`src/rtl/overflow_logger_pkg.sv`:
```
// Shared widths and helpers for the overflow event logger.
package overflow_logger_pkg;

  localparam int NB_DATA_DEF = 3;
  localparam int NB_TS_DEF   = 8;
  localparam int DEPTH_DEF   = 4;
  localparam int COUNT_W     = 8;

  // Saturating increment used by the event counter.
  function automatic logic [COUNT_W-1:0] sat_inc(input logic [COUNT_W-1:0] v);
    return (v == {COUNT_W{1'b1}}) ? v : v + COUNT_W'(1);
  endfunction

endpackage

```
`src/rtl/sync_fifo.sv`:
```
// First-word-fall-through FIFO; pointers carry one extra bit to tell full from empty.
module sync_fifo #(
  parameter int WIDTH = 8,
  parameter int DEPTH = 4
) (
  input  logic             clk,
  input  logic             rst_n,
  input  logic             push,
  input  logic             pop,
  input  logic [WIDTH-1:0] wdata,
  output logic [WIDTH-1:0] rdata,
  output logic             full,
  output logic             empty
);

  localparam int AW = (DEPTH > 1) ? $clog2(DEPTH) : 1;

  logic [AW:0]      wr_ptr_q, wr_ptr_d;
  logic [AW:0]      rd_ptr_q, rd_ptr_d;
  logic [WIDTH-1:0] mem_q [DEPTH];
  logic             do_push, do_pop;

  // A push into a full FIFO is accepted only when the head leaves on the same edge.
  always_comb begin
    empty    = (wr_ptr_q == rd_ptr_q);
    full     = (wr_ptr_q[AW] != rd_ptr_q[AW]) && (wr_ptr_q[AW-1:0] == rd_ptr_q[AW-1:0]);
    do_pop   = pop && !empty;
    do_push  = push && (!full || do_pop);
    wr_ptr_d = wr_ptr_q + (AW+1)'(do_push);
    rd_ptr_d = rd_ptr_q + (AW+1)'(do_pop);
    rdata    = empty ? '0 : mem_q[rd_ptr_q[AW-1:0]];
  end

  always_ff @(posedge clk or negedge rst_n) begin
    if (!rst_n) begin
      wr_ptr_q <= '0;
      rd_ptr_q <= '0;
    end else begin
      wr_ptr_q <= wr_ptr_d;
      rd_ptr_q <= rd_ptr_d;
    end
  end

  always_ff @(posedge clk) begin
    if (do_push) mem_q[wr_ptr_q[AW-1:0]] <= wdata;
  end

endmodule

```
`src/rtl/overflow_logger.sv`:
```
// Logs rising edges of an adder overflow flag with the accumulator value and a timestamp.
// Handshake: an entry transfers at a rising edge where o_valid and i_ready are both 1; o_valid never depends on i_ready.
module overflow_logger
  import overflow_logger_pkg::*;
#(
  parameter int NB_DATA = NB_DATA_DEF,
  parameter int NB_TS   = NB_TS_DEF,
  parameter int DEPTH   = DEPTH_DEF
) (
  input  logic                 i_clk,
  input  logic                 i_rst_n,
  input  logic [2*NB_DATA-1:0] i_data,
  input  logic                 i_overflow,
  input  logic                 i_clr,
  input  logic                 i_ready,
  output logic                 o_valid,
  output logic [2*NB_DATA-1:0] o_data,
  output logic [NB_TS-1:0]     o_ts,
  output logic [COUNT_W-1:0]   o_count,
  output logic                 o_drop,
  output logic                 o_full,
  output logic                 o_empty
);

  localparam int DW = 2 * NB_DATA;
  localparam int EW = DW + NB_TS;

  logic               ovf_prev_q, ovf_prev_d;
  logic [NB_TS-1:0]   ts_q, ts_d;
  logic [COUNT_W-1:0] count_q, count_d;
  logic               drop_q, drop_d;
  logic               evt, pop_req, lost;
  logic               fifo_full, fifo_empty;
  logic [EW-1:0]      head;

  always_comb begin
    ovf_prev_d = i_overflow;
    ts_d       = ts_q + NB_TS'(1);
    evt        = i_overflow && !ovf_prev_q;
    pop_req    = !fifo_empty && i_ready;
    lost       = evt && fifo_full && !pop_req;
    count_d    = count_q;
    drop_d     = drop_q;
    // A clear restarts the statistics but still records this cycle's event.
    if (i_clr) begin
      count_d = evt ? COUNT_W'(1) : '0;
      drop_d  = lost;
    end else begin
      if (evt) count_d = sat_inc(count_q);
      if (lost) drop_d = 1'b1;
    end
  end

  always_ff @(posedge i_clk or negedge i_rst_n) begin
    if (!i_rst_n) begin
      ovf_prev_q <= 1'b0;
      ts_q       <= '0;
      count_q    <= '0;
      drop_q     <= 1'b0;
    end else begin
      ovf_prev_q <= ovf_prev_d;
      ts_q       <= ts_d;
      count_q    <= count_d;
      drop_q     <= drop_d;
    end
  end

  sync_fifo #(
    .WIDTH (EW),
    .DEPTH (DEPTH)
  ) u_fifo (
    .clk   (i_clk),
    .rst_n (i_rst_n),
    .push  (evt),
    .pop   (pop_req),
    .wdata ({i_data, ts_q}),
    .rdata (head),
    .full  (fifo_full),
    .empty (fifo_empty)
  );

  assign o_valid = !fifo_empty;
  assign o_data  = head[EW-1:NB_TS];
  assign o_ts    = head[NB_TS-1:0];
  assign o_count = count_q;
  assign o_drop  = drop_q;
  assign o_full  = fifo_full;
  assign o_empty = fifo_empty;

endmodule
```
`config.mk`:
```
export PLATFORM = sky130hd
export DESIGN_NAME = overflow_logger
export DESIGN_NICKNAME = d
export VERILOG_FILES = /design/src/rtl/overflow_logger_pkg.sv /design/src/rtl/sync_fifo.sv /design/src/rtl/overflow_logger.sv
export SDC_FILE = /design/constraint.sdc
export NUM_CORES = 1
export LEC_CHECK = 0
export BUFFER_PORTS_ARGS = -buffer_cell sky130_fd_sc_hd__buf_2
export CAP_MARGIN = 25
export CORE_UTILIZATION = 60
export CTS_CLUSTER_DIAMETER = 30
export CTS_CLUSTER_SIZE = 14
export DETAILED_ROUTE_END_ITERATION = 8
export PLACE_DENSITY_LB_ADDON = 0.15
export SKIP_LAST_GASP = 1
export SYNTH_ARGS = -nofsm -noshare
export SYNTH_HDL_FRONTEND = slang
export SYNTH_SLANG_ARGS = --single-unit
```
`constraint.sdc`:
```
create_clock -name i_clk -period 5.55 [get_ports i_clk]
set_input_delay 0.555 -clock i_clk [delete_from_list [all_inputs] [get_ports i_clk]]
set_output_delay 0.555 -clock i_clk [all_outputs]
set_load 0.02 [all_outputs]
```
# Word-level counts from Yosys, hierarchy flattened
# Memories as Yosys holds them, arrays and structs flattened.
# Index checks and enable logic that the tools add are counted.
[classes]
n_reduce_logical = 15
muxes = 9
n_eq_ne = 5
n_addsub = 4
[op_table]
columns = ["cell", "n"]
rows = [
  ["$mux 8", 3],
  ["$add 8x1->8 const B", 2],
  ["$mux 14", 1],
  ["$eq 8x8->1 const B", 1],
  ["$logic_and 1x1->1", 7],
  ["$add 3x1->3", 2],
  ["$mux 1", 5],
  ["$logic_not 1->1", 4],
  ["$reduce_bool 2->1", 2],
  ["$eq 3x3->1", 1],
  ["$eq 2x2->1", 1],
  ["$ne 2x2->1 const B", 1],
  ["$reduce_and 2->1", 1],
  ["$logic_or 1x1->1", 1],
  ["$ne 1x1->1", 1],
]
[totals]
n_memories = 1
ramBits = 56
register_bits = 24
inputBits = 11
out_inout_bits = 26
[mem_list]
columns = ["name", "depth", "width", "read_ports", "rd_clocked_by_memory_dff", "wr", "line_no", "text"]
rows = [
  ["u_fifo.mem_q", 4, 14, 1, 0, 1, "sync_fifo.sv:20", "logic [WIDTH-1:0] mem_q [DEPTH];"],
]

# Logic depth before layout (Yosys ltp)
# Gate-level depths: netlist of run 1.
[logic_depth]
word_depth = 8
ltp_mapped = 8

# Hierarchy
# A second synthesis of run 1 with hierarchy kept.
[hier_totals]
hier_cells = 189
hier_area_um2 = 3439.5
[modules_own_cells]
columns = ["module", "area_per_inst_um2", "cells_per_inst", "seq_area_each_um2", "instances"]
rows = [
  ["sync_fifo", 2568.7, 114, 1831.8, 1],
  ["overflow_logger", 870.8, 75, 450.4, 1],
]

# Least setup slack after synthesis of run 1
# OpenSTA, ideal clock, no wires.
[synth_timing]
path_kind = "register to register"
startpoint = "register u_fifo.rd_ptr_q[0]"
endpoint = "memory u_fifo.mem_q[1][0] in the netlist's numbering, enable pin"
required_ns = 5.123
stages_incl_launch_ff = 5
slack_ns = 2.680
arrival_time_ns = 2.443
path_buffers = 1
path_cell_list = "dfrtp_1 > buf_6 > xor2_2 > nor4_4 > nor4b_1"
[synth_via]
elab_chain_cells = 8
word_cells_on_any_way = 11
[synth_rtl]
columns = ["item", "line_no", "text"]
rows = [
  ["start, declared", "sync_fifo.sv:19", "logic [AW:0] rd_ptr_q, rd_ptr_d;"],
  ["start signal, assigned", "sync_fifo.sv:40", "rd_ptr_q <= rd_ptr_d;"],
  ["$eq 3x3->1", "sync_fifo.sv:25", "empty = (wr_ptr_q == rd_ptr_q);"],
  ["$logic_not 1->1", "sync_fifo.sv:27, overflow_logger.sv:40", ""],
  ["$logic_and 1x1->1", "overflow_logger.sv:40", "pop_req = !fifo_empty && i_ready;"],
  ["$logic_and 1x1->1", "sync_fifo.sv:27", "do_pop = pop && !empty;"],
  ["$logic_or 1x1->1 (*)", "sync_fifo.sv:28", "do_push = push && (!full || do_pop);"],
  ["$logic_and 1x1->1 (*)", "sync_fifo.sv:28", ""],
  ["$mux 1 (*)", "sync_fifo.sv:45", "if (do_push) mem_q[wr_ptr_q[AW-1:0]] <= wdata;"],
  ["$mux 1 (implied by the code) (*)", "sync_fifo.sv:45", ""],
  ["end, declared", "sync_fifo.sv:20", ""],
]
# Every way passes the cells marked *; elsewhere a longest branch is shown, timed or not.

# Worst setup path in the final report of run 1
[layout_timing]
startpoint = "register u_fifo.rd_ptr_q[1]"
endpoint = "output port o_ts[2]"
[layout_via]
elab_chain_cells = 2
word_cells_on_any_way = 3
[layout_rtl]
columns = ["item", "line_no", "text"]
rows = [
  ["$mem_v2 4x14 / $eq 3x3->1 (equally long branches)", "--", ""],
  ["$mux 14 (*)", "sync_fifo.sv:31", "rdata = empty ? '0 : mem_q[rd_ptr_q[AW-1:0]];"],
  ["end, declared", "overflow_logger.sv:18", "output logic [NB_TS-1:0] o_ts,"],
]
# Marks and branches as above.

==> results of run 1 <==
==> cell families after synthesis <==
kind of cell | count (synthesis) | share of synthesized area, %
flip-flops | 80 | 67.4
AND/OR/NAND/NOR | 54 | 11.1
multiplexers | 17 | 10.4
AO/OA/AOI/OAI | 13 | 2.66
buffers and inverters | 13 | 2.47
XOR/XNOR | 11 | 3.84
adder cells (fa/ha/maj) | 6 | 2.22
==> per-stage QoR <==
stage	setup slack (ns)	cells	hold slack [ns]	utilization (%)	cell area, um2
floorplan	2.68	194	0.259	-	3390
global placement	2.60	295	0.494	69.0	3630
detailed placement	2.50	295	0.500	69.0	3630
CTS	2.13	311	0.221	71.9	3790
global route	2.23	312	0.239	72.5	3820
finish	2.41	312	0.218	72.5	3820
==> metal layers <==
| layer | part of all wire, % | up-vias | global-route usage (%) |
|---|---|---|---|
| li1 | - | 829 | - |
| met1 | 45 | 933 | 29.4 |
| met2 | 52 | 33 | 36.4 |
| met3 | 2.4 | 2 | 3.93 |
| met4 | 0.61 | 0 | 10.9 |
| met5 | 0 | - | 0 |
==> how the worst max path moves through the flow <==
stage,startpoint,endpoint,depth (start not counted)
5_1_grt,u_fifo.rd_ptr_q[1],o_ts[2],4
3_5_place_dp,u_fifo.rd_ptr_q[0],o_ts[0],4
6_report,u_fifo.rd_ptr_q[1],o_ts[2],4
3_3_place_gp,u_fifo.rd_ptr_q[0],o_empty,3
2_1_floorplan,u_fifo.rd_ptr_q[0],u_fifo.mem_q[1][0],4
4_1_cts,u_fifo.rd_ptr_q[0],o_ts[0],4
==> critical path: cells and delay by family, from the launching register on <==
family / cells / cell delay (ns)
flops: 1 / 0.92
xor+xnor: 1 / 0.19
simple gates: 2 / 0.93
buf+inv: 1 / 0.20
==> layout make-up <==
cell class	count	area (um2)	share of cell area, %
multi-input combinational	101	1040	27.2
timing repair buffer	41	238	6.23
inverter	4	15.0	0.393
sequential	80	2280	59.8
clock buffer	12	135	3.54
tap	70	87.6	2.29
clock inverter	4	21.3	0.557
==> state kept, by name, indices dropped and copies added (netlist names) <==
| register | cells |
|---|---|
| u_fifo.rd_ptr_q | 3 |
| ts_q | 8 |
| ovf_prev_q | 1 |
| u_fifo.mem_q | 56 |
| o_count | 8 |
| u_fifo.wr_ptr_q | 3 |
| o_drop | 1 |
==> power groups by stage <==
stage | registers (W) | logic (W) | clock network [W]
finish | 0.000792 | 0.000693 | 0.000343
global route | 0.000800 | 0.000742 | 0.000379
CTS | 0.000821 | 0.000649 | 0.000354
detailed placement | 0.000835 | 0.000645 | 0
global placement | 0.000823 | 0.000629 | 0
floorplan | 0.000763 | 0.000549 | 0
==> placed cells by master (no fill, tap or decap), types with 2 or more instances in the layout <==
cell / netlist / routed
dfrtp_1: 24 / 24
nand2_1: 5 / 5
ha_1: 6 / 6
mux4_2: 13 / 13
nand4b_1: 2 / 2
xnor2_1: 4 / 4
nor2_1: 3 / 3
nor2b_1: 11 / 11
a21oi_1: 5 / 5
and3_1: 3 / 3
clkbuf_8: 0 / 9
edfxtp_1: 56 / 56
nor2b_2: 8 / 8
inv_1: 3 / 3
nor3_1: 5 / 4
clkbuf_1: 1 / 3
and2_1: 2 / 2
nand3_1: 4 / 4
clkinv_2: 0 / 2
nor4b_2: 1 / 2
a211oi_1: 2 / 2
buf_2: 4 / 36
xor2_1: 4 / 4
nand4_1: 2 / 2
buf_4: 0 / 4
==> results.json, run 1 <==
{
  "cts_setup_buffers": 0,
  "crit_type": "reg2out",
  "worst_setup_path_end_kind": "primary output",
  "yosysSeqAreaShare_pct": 67.4,
  "synth.top_cell.area_share_pct": 49.6,
  "synth.largest_area_cell": "edfxtp_1",
  "hpwl_um": 3800,
  "avgViaCountPerCell": 5.76,
  "setup_viol": 0,
  "max_stage_delay_ns": 0.92,
  "reg2reg_from": "u_fifo.rd_ptr_q[1]",
  "ys_ff_latch": 80,
  "syn_area_um2": 3390,
  "grt.total_usage_pct": 22.4,
  "run_status": "finished clean",
  "start_util_pct": 64.3,
  "hp-class": "in2async",
  "dr.pass1.iters": 4,
  "p_leak_nw": 1.46,
  "grt_max_degree": 25,
  "drt_wl_total_um": 5860,
  "tns_ns": 0,
  "ys_warn_count": 0,
  "drv_slew": 0,
  "die_h_um": 77.1,
  "fmax_ghz": 0.319,
  "reg2reg_slack_ns": 2.88,
  "fin_skew_ns": 0.00597,
  "grt_pass1_wl_um": 9650,
  "cts_resized": 0,
  "pwr-share-seq_pct": 43.3,
  "synth.most_common_cell": "edfxtp_1",
  "required_ns": 4.99,
  "gr-total-overflow": 0,
  "numCtsBuffers": 9,
  "hold_buffers": 0,
  "synthFlopType": "edfxtp_1",
  "ir_drop_uv": 282,
  "synthDistinctLibCells": 44,
  "io_buffers": 36,
  "crit_chain": "xor2_4, nor3b_4, nor2b_1, buf_2",
  "async_flop_share_pct": 30.0,
  "p_sw_share_pct": 35.5,
  "synth-edff-count": 56,
  "pwr-share-comb_pct": 37.9,
  "area_growth_pct": 12.7,
  "diodes": 0,
  "synth_nets": 211,
  "drc": 0,
  "drive_above_1_share_pct": 35.5,
  "clockRootBuffer": "clkbuf_8",
  "worst_ep_arrival_time_ns": 2.58,
  "netSwitchingPower_w": 0.000648,
  "core-area_um2": 5270,
  "clkPwrFrac_pct": 18.8,
  "finalNetCount": 254,
  "fin_crit_ns": 3.14,
  "gp_congestion": 0.835,
  "wl_per_cell_um": 18.8,
  "p_int_w": 0.00118,
  "ys_top_cells_by_count": "edfxtp_1 (56), dfrtp_1 (24), mux4_2 (13)",
  "antenna_found_initial": 0,
  "drtIter0Drc": 101,
  "die-area_um2": 5950,
  "ios": 37,
  "h-tree-depth": 3,
  "cp_slowest_cell": "dfrtp_1",
  "r2r-end": "u_fifo.rd_ptr_q[2]",
  "rsz0062_at_grt": "no",
  "cts.clk_slew.worst_paths_ns": 0.07,
  "grt_pass1_vias": 1885,
  "netlist_instances": 194,
  "cts_tree": "yes",
  "num_rows": 26,
  "synthTopCellsByArea": "edfxtp_1 (50%), dfrtp_1 (18%), mux4_2 (8.6%)",
  "drtAntennaViolNets": 0,
  "dieWidth_um": 77.1,
  "syn_avg_cell_area_um2": 17.5,
  "hold_violations": 0,
  "clockBufferDepth": 2,
  "post-route-period-util_pct": 56.5,
  "rr_worst_depth": 6,
  "slew_headroom_pct": 39.5,
  "nFillCells": 356,
  "crit_path_start_kind": "flip-flop",
  "vias": 1797,
  "insertion_delay_ns": 0.33,
  "worst_pin_slew_ns": 0.906,
  "drv_cap": 0,
  "power_density_nw_per_um2": 479,
  "finalPower_w": 0.00183,
  "path_max_fanout": 17,
  "cts.sinks": 80
}
Power figures use the tool's default switching activity.
==> inputs of run 2 (changes only) <==
--- a/config.mk
+++ b/config.mk
@@ -7,7 +7,7 @@
 export LEC_CHECK = 0
 export BUFFER_PORTS_ARGS = -buffer_cell sky130_fd_sc_hd__buf_2
 export CAP_MARGIN = 25
-export CORE_UTILIZATION = 60
+export CORE_UTILIZATION = 52
 export CTS_CLUSTER_DIAMETER = 30
 export CTS_CLUSTER_SIZE = 14
 export DETAILED_ROUTE_END_ITERATION = 8
==> constraint.sdc (replaced) <==
create_clock -name i_clk -period 2.6 [get_ports i_clk]
set_input_delay 0.26 -clock i_clk [delete_from_list [all_inputs] [get_ports i_clk]]
set_output_delay 0.26 -clock i_clk [all_outputs]
set_load 0.02 [all_outputs]
==> run 2 against run 1 <==
  * Combinational power up 120%
  * Flip-flop and latch count unchanged
  * Clock skew grew 0.0020 ns
  * Cell count increased by 3.2%
  * Via count is 0.33% higher
  * Global-route usage decreased by 4.0 points
  * Sequential power increased by 110%
  * Hold slack worse by 0.12 ns
  * Core utilization is 11 points lower
  * Sequential share of layout area shrank 1.1 points
  * Die area grew 15%
  * Count of clock-buffer cells in the layout is 2 lower
==> results.json, run 2 (synthesis gave the netlist of run 1 again) <==
{
  "pwr-share-comb_pct": 36.6,
  "largest_reg_flops": 56,
  "num_rows": 29,
  "finalNetCount": 257,
  "p_sw_share_pct": 33.8,
  "gp_congestion": 0.753,
  "hpwl_um": 3670,
  "die_h_um": 82.7,
  "fin_crit_ns": 2.24,
  "max_stage_delay_ns": 0.58,
  "p_leak_nw": 1.50,
  "start_util_pct": 53.7,
  "path_max_fanout": 14,
  "avgViaCountPerCell": 5.60,
  "h-tree-depth": 3,
  "crit_type": "reg2out",
  "final_cell_mix": "edfxtp_1 (56), buf_2 (36), dfrtp_1 (24)",
  "drv_cap": 0,
  "gr-total-overflow": 0,
  "area_growth_pct": 14.7,
  "cts_tree": "yes",
  "worst_setup_path_end_kind": "primary output",
  "finalPower_w": 0.00407,
  "cts.clk_slew.worst_paths_ns": 0.08,
  "numCtsBuffers": 9,
  "post-route-period-util_pct": 86.0,
  "cp_slowest_cell": "mux4_1",
  "die-area_um2": 6840,
  "required_ns": 2.34,
  "netSwitchingPower_w": 0.00138,
  "drt_wl_total_um": 5500,
  "grt_pass1_vias": 1807,
  "p_int_w": 0.00270,
  "tns_ns": 0,
  "crit_path_start_kind": "flip-flop",
  "grt_max_degree": 25,
  "io_buffers": 36,
  "crit_chain": "buf_4, mux4_1, nor2b_1, buf_2",
  "clockBufferDepth": 2,
  "ir_drop_uv": 879,
  "drtAntennaViolNets": 0,
  "hold_violations": 0,
  "fin_skew_ns": 0.00796,
  "core-area_um2": 6310,
  "vias": 1803,
  "pwr-share-seq_pct": 39.9,
  "run_status": "finished clean",
  "fmax_ghz": 0.447,
  "worst_ep_arrival_time_ns": 1.98,
  "grt_pass1_wl_um": 8700,
  "crit_family": "multiplexers",
  "diodes": 0,
  "critical_path_buf_inv_count": 2,
  "ios": 37,
  "worst_pin_slew_ns": 0.567,
  "insertion_delay_ns": 0.34,
  "reg2reg_slack_ns": 0.71,
  "nFillCells": 471,
  "hp-class": "in2reg",
  "antenna_found_initial": 0,
  "rsz0062_at_grt": "no",
  "clockRootBuffer": "clkbuf_8",
  "drtIter0Drc": 90,
  "power_density_nw_per_um2": 1050,
  "final_common_cell": "edfxtp_1",
  "cts_setup_buffers": 0,
  "drc": 0,
  "grt.total_usage_pct": 18.4,
  "wl_per_cell_um": 17.1,
  "drv_slew": 0,
  "cts.sinks": 80,
  "drive_above_1_share_pct": 37.1,
  "dr.pass1.iters": 4,
  "dieWidth_um": 82.7,
  "slew_headroom_pct": 62.2,
  "setup_viol": 0,
  "clkPwrFrac_pct": 23.5
}
run 2: cell types whose count changed in the layout (fill, tap and decap cells not counted), sizes merged:
cell,before,now
buf,41,43
bufinv,0,2
clkbuf,12,10
clkinv,3,4
clkinvlp,1,0
dlygate4sd3,0,1
run 2: path summary, 6_finish.rpt:
check | start | endpoint | depth (start not counted)
setup / recovery | u_fifo.rd_ptr_q[0] | o_ts[0] | 4
hold / removal | i_overflow | ovf_prev_q | 1
setup reg to reg | u_fifo.wr_ptr_q[1] | u_fifo.wr_ptr_q[2] | 6
hold reg to reg | u_fifo.wr_ptr_q[2] | u_fifo.wr_ptr_q[2] | 1
max in group asynchronous | i_rst_n | ovf_prev_q | 2
min in group asynchronous | i_rst_n | o_drop | 2
run 2: layer usage:
layer / share of wire (%) / track usage (%) / vias to the layer above
li1: - / - / 833
met4: 2.1 / 10.9 / 0
met1: 42 / 22.2 / 905
met2: 52 / 30.4 / 53
met3: 4.1 / 3.74 / 12
met5: 0 / 0 / -
run 2: area by class of cell:
cell class | instances | area (um2) | share of cell area (%)
clock buffer | 10 | 128 | 3.28
clock inverter | 6 | 83.8 | 2.16
inverter | 4 | 15.0 | 0.386
multi-input combinational | 101 | 1040 | 26.7
sequential | 80 | 2280 | 58.7
tap | 77 | 96.3 | 2.48
timing repair buffer | 44 | 243 | 6.24
run 2: power by group through the flow:
stage          Clock (W)  Sequential (W)  Combinational, W
2_1_floorplan          0         0.00163           0.00118
3_3_place_gp           0         0.00165           0.00149
3_5_place_dp           0         0.00166           0.00153
4_1_cts         0.000980         0.00163           0.00153
5_1_grt          0.00104         0.00164           0.00165
6_report        0.000957         0.00163           0.00149
run 2: what timing repair did:
| action | in CTS | in global routing |
|---|---|---|
| hold buffers | 1 | 0 |
| hold endpoints to repair | 24 | 0 |
| resized for setup | 0 | 0 |
run 2: through the flow:
step                      setup WS [ns]  area, um2  util (%)  cells  hold slack [ns]
after floorplan                   0.258       3400         -    194          -0.0356
after global placement            0.744       3670      58.1    305            0.255
after detailed placement          0.694       3670      58.1    305            0.275
after CTS                         0.314       3890      61.6    322           0.0700
after global routing              0.237       3890      61.6    322           0.0837
final                             0.364       3890      61.6    322           0.0967
==> inputs of run 3 (changes only) <==
--- a/config.mk
+++ b/config.mk
@@ -5,6 +5,7 @@
 export SDC_FILE = /design/constraint.sdc
 export NUM_CORES = 1
 export LEC_CHECK = 0
+export ABC_AREA = 1
 export BUFFER_PORTS_ARGS = -buffer_cell sky130_fd_sc_hd__buf_2
 export CAP_MARGIN = 25
 export CORE_UTILIZATION = 52
==> run 3 against run 2 <==
  * The run now ends with design-rule violations left
  * First-iteration DRC count down 4.4%
  * Cell count up 39%
  * Critical path depth up 4
  * Largest power group is now combinational cells
==> results.json, run 3 <==
{
  "h-tree-depth": 3,
  "utilization_pct": 61.3,
  "dieWidth_um": 83.8,
  "hold_violations": 0,
  "ys_ff_latch": 80,
  "run_status": "complete, but fails checks",
  "ir_drop_uv": 462,
  "io_buffers": 36,
  "ys_top_cells_by_count": "nor2_1 (58), edfxtp_1 (56), nand2_1 (49)",
  "netlist_instances": 321,
  "synthFlopType": "edfxtp_1",
  "violations": "design-rule violations",
  "dp.cells": 431,
  "ios": 37,
  "drtAntennaViolNets": 0,
  "hp-start": "i_overflow",
  "reg2reg_slack_ns": 0.86,
  "core-area_um2": 6420,
  "synth.largest_area_cell": "edfxtp_1",
  "start_util_pct": 54.2,
  "synth_nets": 338,
  "syn_area_um2": 3480,
  "crit_path_frequent_cell": "nor2_1",
  "worst_ep_arrival_time_ns": 1.71,
  "num_rows": 29,
  "hp-class": "in2reg",
  "die-area_um2": 7020,
  "synth-edff-count": 56,
  "whs_ns": 0.0361,
  "hpwl_um": 3750,
  "reg2reg_from": "u_fifo.wr_ptr_q[1]",
  "area_growth_pct": 13.1,
  "path_max_fanout": 29,
  "numCtsBuffers": 9,
  "crit_path_start_kind": "flip-flop",
  "clockBufferDepth": 2,
  "largest_reg_flops": 56,
  "fmax_ghz": 0.507,
  "post-route-period-util_pct": 75.9,
  "hold_path_end": "ovf_prev_q",
  "cts.clk_slew.worst_paths_ns": 0.08,
  "gp_congestion": 0.813,
  "clockRootBuffer": "clkbuf_8",
  "synthTopCellsByArea": "edfxtp_1 (48%), dfrtp_1 (17%), nor2_1 (6.3%)",
  "async_flop_share_pct": 30.0,
  "drt_wl_total_um": 5960,
  "final_cell_mix": "nor2_1 (58), edfxtp_1 (56), nand2_1 (49)",
  "worst_pin_slew_ns": 0.537,
  "yosysSeqAreaShare_pct": 65.6,
  "cts_resized": 0,
  "finalPower_w": 0.00421,
  "p_leak_nw": 1.70,
  "die_h_um": 83.8,
  "tns_ns": 0,
  "drive_above_1_share_pct": 17.5,
  "grt_pass1_wl_um": 10300,
  "final_common_cell": "nor2_1",
  "max_stage_delay_ns": 0.41,
  "grt_max_degree": 30,
  "synthDistinctLibCells": 23,
  "wl_per_cell_um": 13.3,
  "crit_chain": "buf_4, nor2_1, nor2_1, o21ai_0, o21ai_1, nand2_1, inv_1, buf_2",
  "rr_worst_depth": 7,
  "avgViaCountPerCell": 5.06,
  "setup_viol": 0,
  "drv_cap": 0,
  "cts.sinks": 80,
  "insertion_delay_ns": 0.34,
  "power_density_nw_per_um2": 1070,
  "drtIter0Drc": 86,
  "cts_tree": "yes",
  "grt.total_usage_pct": 19.2,
  "ys_warn_count": 0,
  "slew_headroom_pct": 64.2,
  "diodes": 0,
  "required_ns": 2.34,
  "synth.most_common_cell": "nor2_1",
  "fin_crit_ns": 1.97,
  "dr.pass1.iters": 8,
  "finalNetCount": 383,
  "grt_pass1_vias": 2238,
  "vias": 2266,
  "gr-total-overflow": 0,
  "rsz0062_at_grt": "no",
  "drv_slew": 0,
  "syn_avg_cell_area_um2": 10.8,
  "antenna_found_initial": 0,
  "synth.top_cell.area_share_pct": 48.3,
  "final_cells": 448,
  "fin_skew_ns": 0.00984,
  "r2r-end": "u_fifo.rd_ptr_q[2]",
  "cp_slowest_cell": "dfrtp_1",
  "worst_setup_path_end_kind": "primary output",
  "crit_type": "reg2out",
  "drc": 9,
  "hold_depth": 1
}
run 3: cell types whose count changed after synthesis, moves of 5 or more:
cell,delta
inv_1,+33
mux4_2,-13
nand2_1,+44
nand3_1,+5
nor2_1,+55
nor2b_1,-11
nor2b_2,-8
nor3_1,-5
o21ai_0,+40
o21ai_1,+13
run 3: layer usage:
layer | up-vias | share of wire (%) | track usage (%)
met1 | 1075 | 44 | 23.4
met2 | 35 | 51 | 33.0
met3 | 5 | 3.0 | 4.25
met5 | - | 0 | 0
met4 | 0 | 1.4 | 8.31
li1 | 1151 | - | -
run 3: metrics by stage:
stage	setup WS (ns)	instance area, um2
CTS	0.595	3940
finish	0.627	3940
floorplan	0.730	3480
global placement	0.909	3710
global route	0.465	3940
detailed placement	0.882	3710
run 3: timing repair:
item,CTS,global route
hold endpoints to repair,24,0
buffers inserted,0,0
hold buffers,1,0
run 3: final cells by class:
cell class	instances	area, um2
clock buffers	9	124
clock inverters	7	93.8
fillers	538	2490
inverters	37	139
multi-input cells	194	958
flip-flops and latches	80	2280
well taps	77	96.3
repair buffers	44	243
run 3: worst max-delay path, delay by kind of cell, from the launching register on:
family | cells | cell delay, ns
AOI/OAI and AO/OA | 2 | 0.18
buffers and inverters | 3 | 0.53
DFF | 1 | 0.41
and+or+nand+nor | 3 | 0.25
run 3: cell families (layout without fill, tap and decap cells):
| group | count (synthesis) | count (layout) | synth area share [%] |
|---|---|---|---|
| AOI/OAI and AO/OA | 56 | 56 | 8.20 |
| xor gates and xnor gates | 9 | 9 | 2.48 |
| adders and majority gates | 6 | 6 | 2.16 |
| buffers and inverters | 47 | 97 | 6.90 |
| DFF | 80 | 80 | 65.6 |
| and+or+nand+nor | 123 | 123 | 14.7 |
run 3: where the power goes:
part | leakage [nW] | switching [W] | total (W) | internal, W
logic | 0.781 | 0.00111 | 0.00164 | 0.000529
clock network | 0.107 | 0.000433 | 0.000974 | 0.000540
registers | 0.816 | 0.0000862 | 0.00160 | 0.00152
run 3: worst max path at each step:
stage               slack [ns]  cells past startpoint            endpoint          startpoint
floorplan                 0.73                      6  u_fifo.mem_q[0][0]  u_fifo.rd_ptr_q[0]
global placement          0.91                      7  u_fifo.rd_ptr_q[2]  u_fifo.wr_ptr_q[1]
detailed placement        0.88                      7  u_fifo.wr_ptr_q[2]  u_fifo.wr_ptr_q[1]
CTS                       0.60                      8             o_ts[2]  u_fifo.rd_ptr_q[0]
global route              0.46                      8             o_ts[3]  u_fifo.rd_ptr_q[0]
finish                    0.63                      8             o_ts[2]  u_fifo.rd_ptr_q[0]
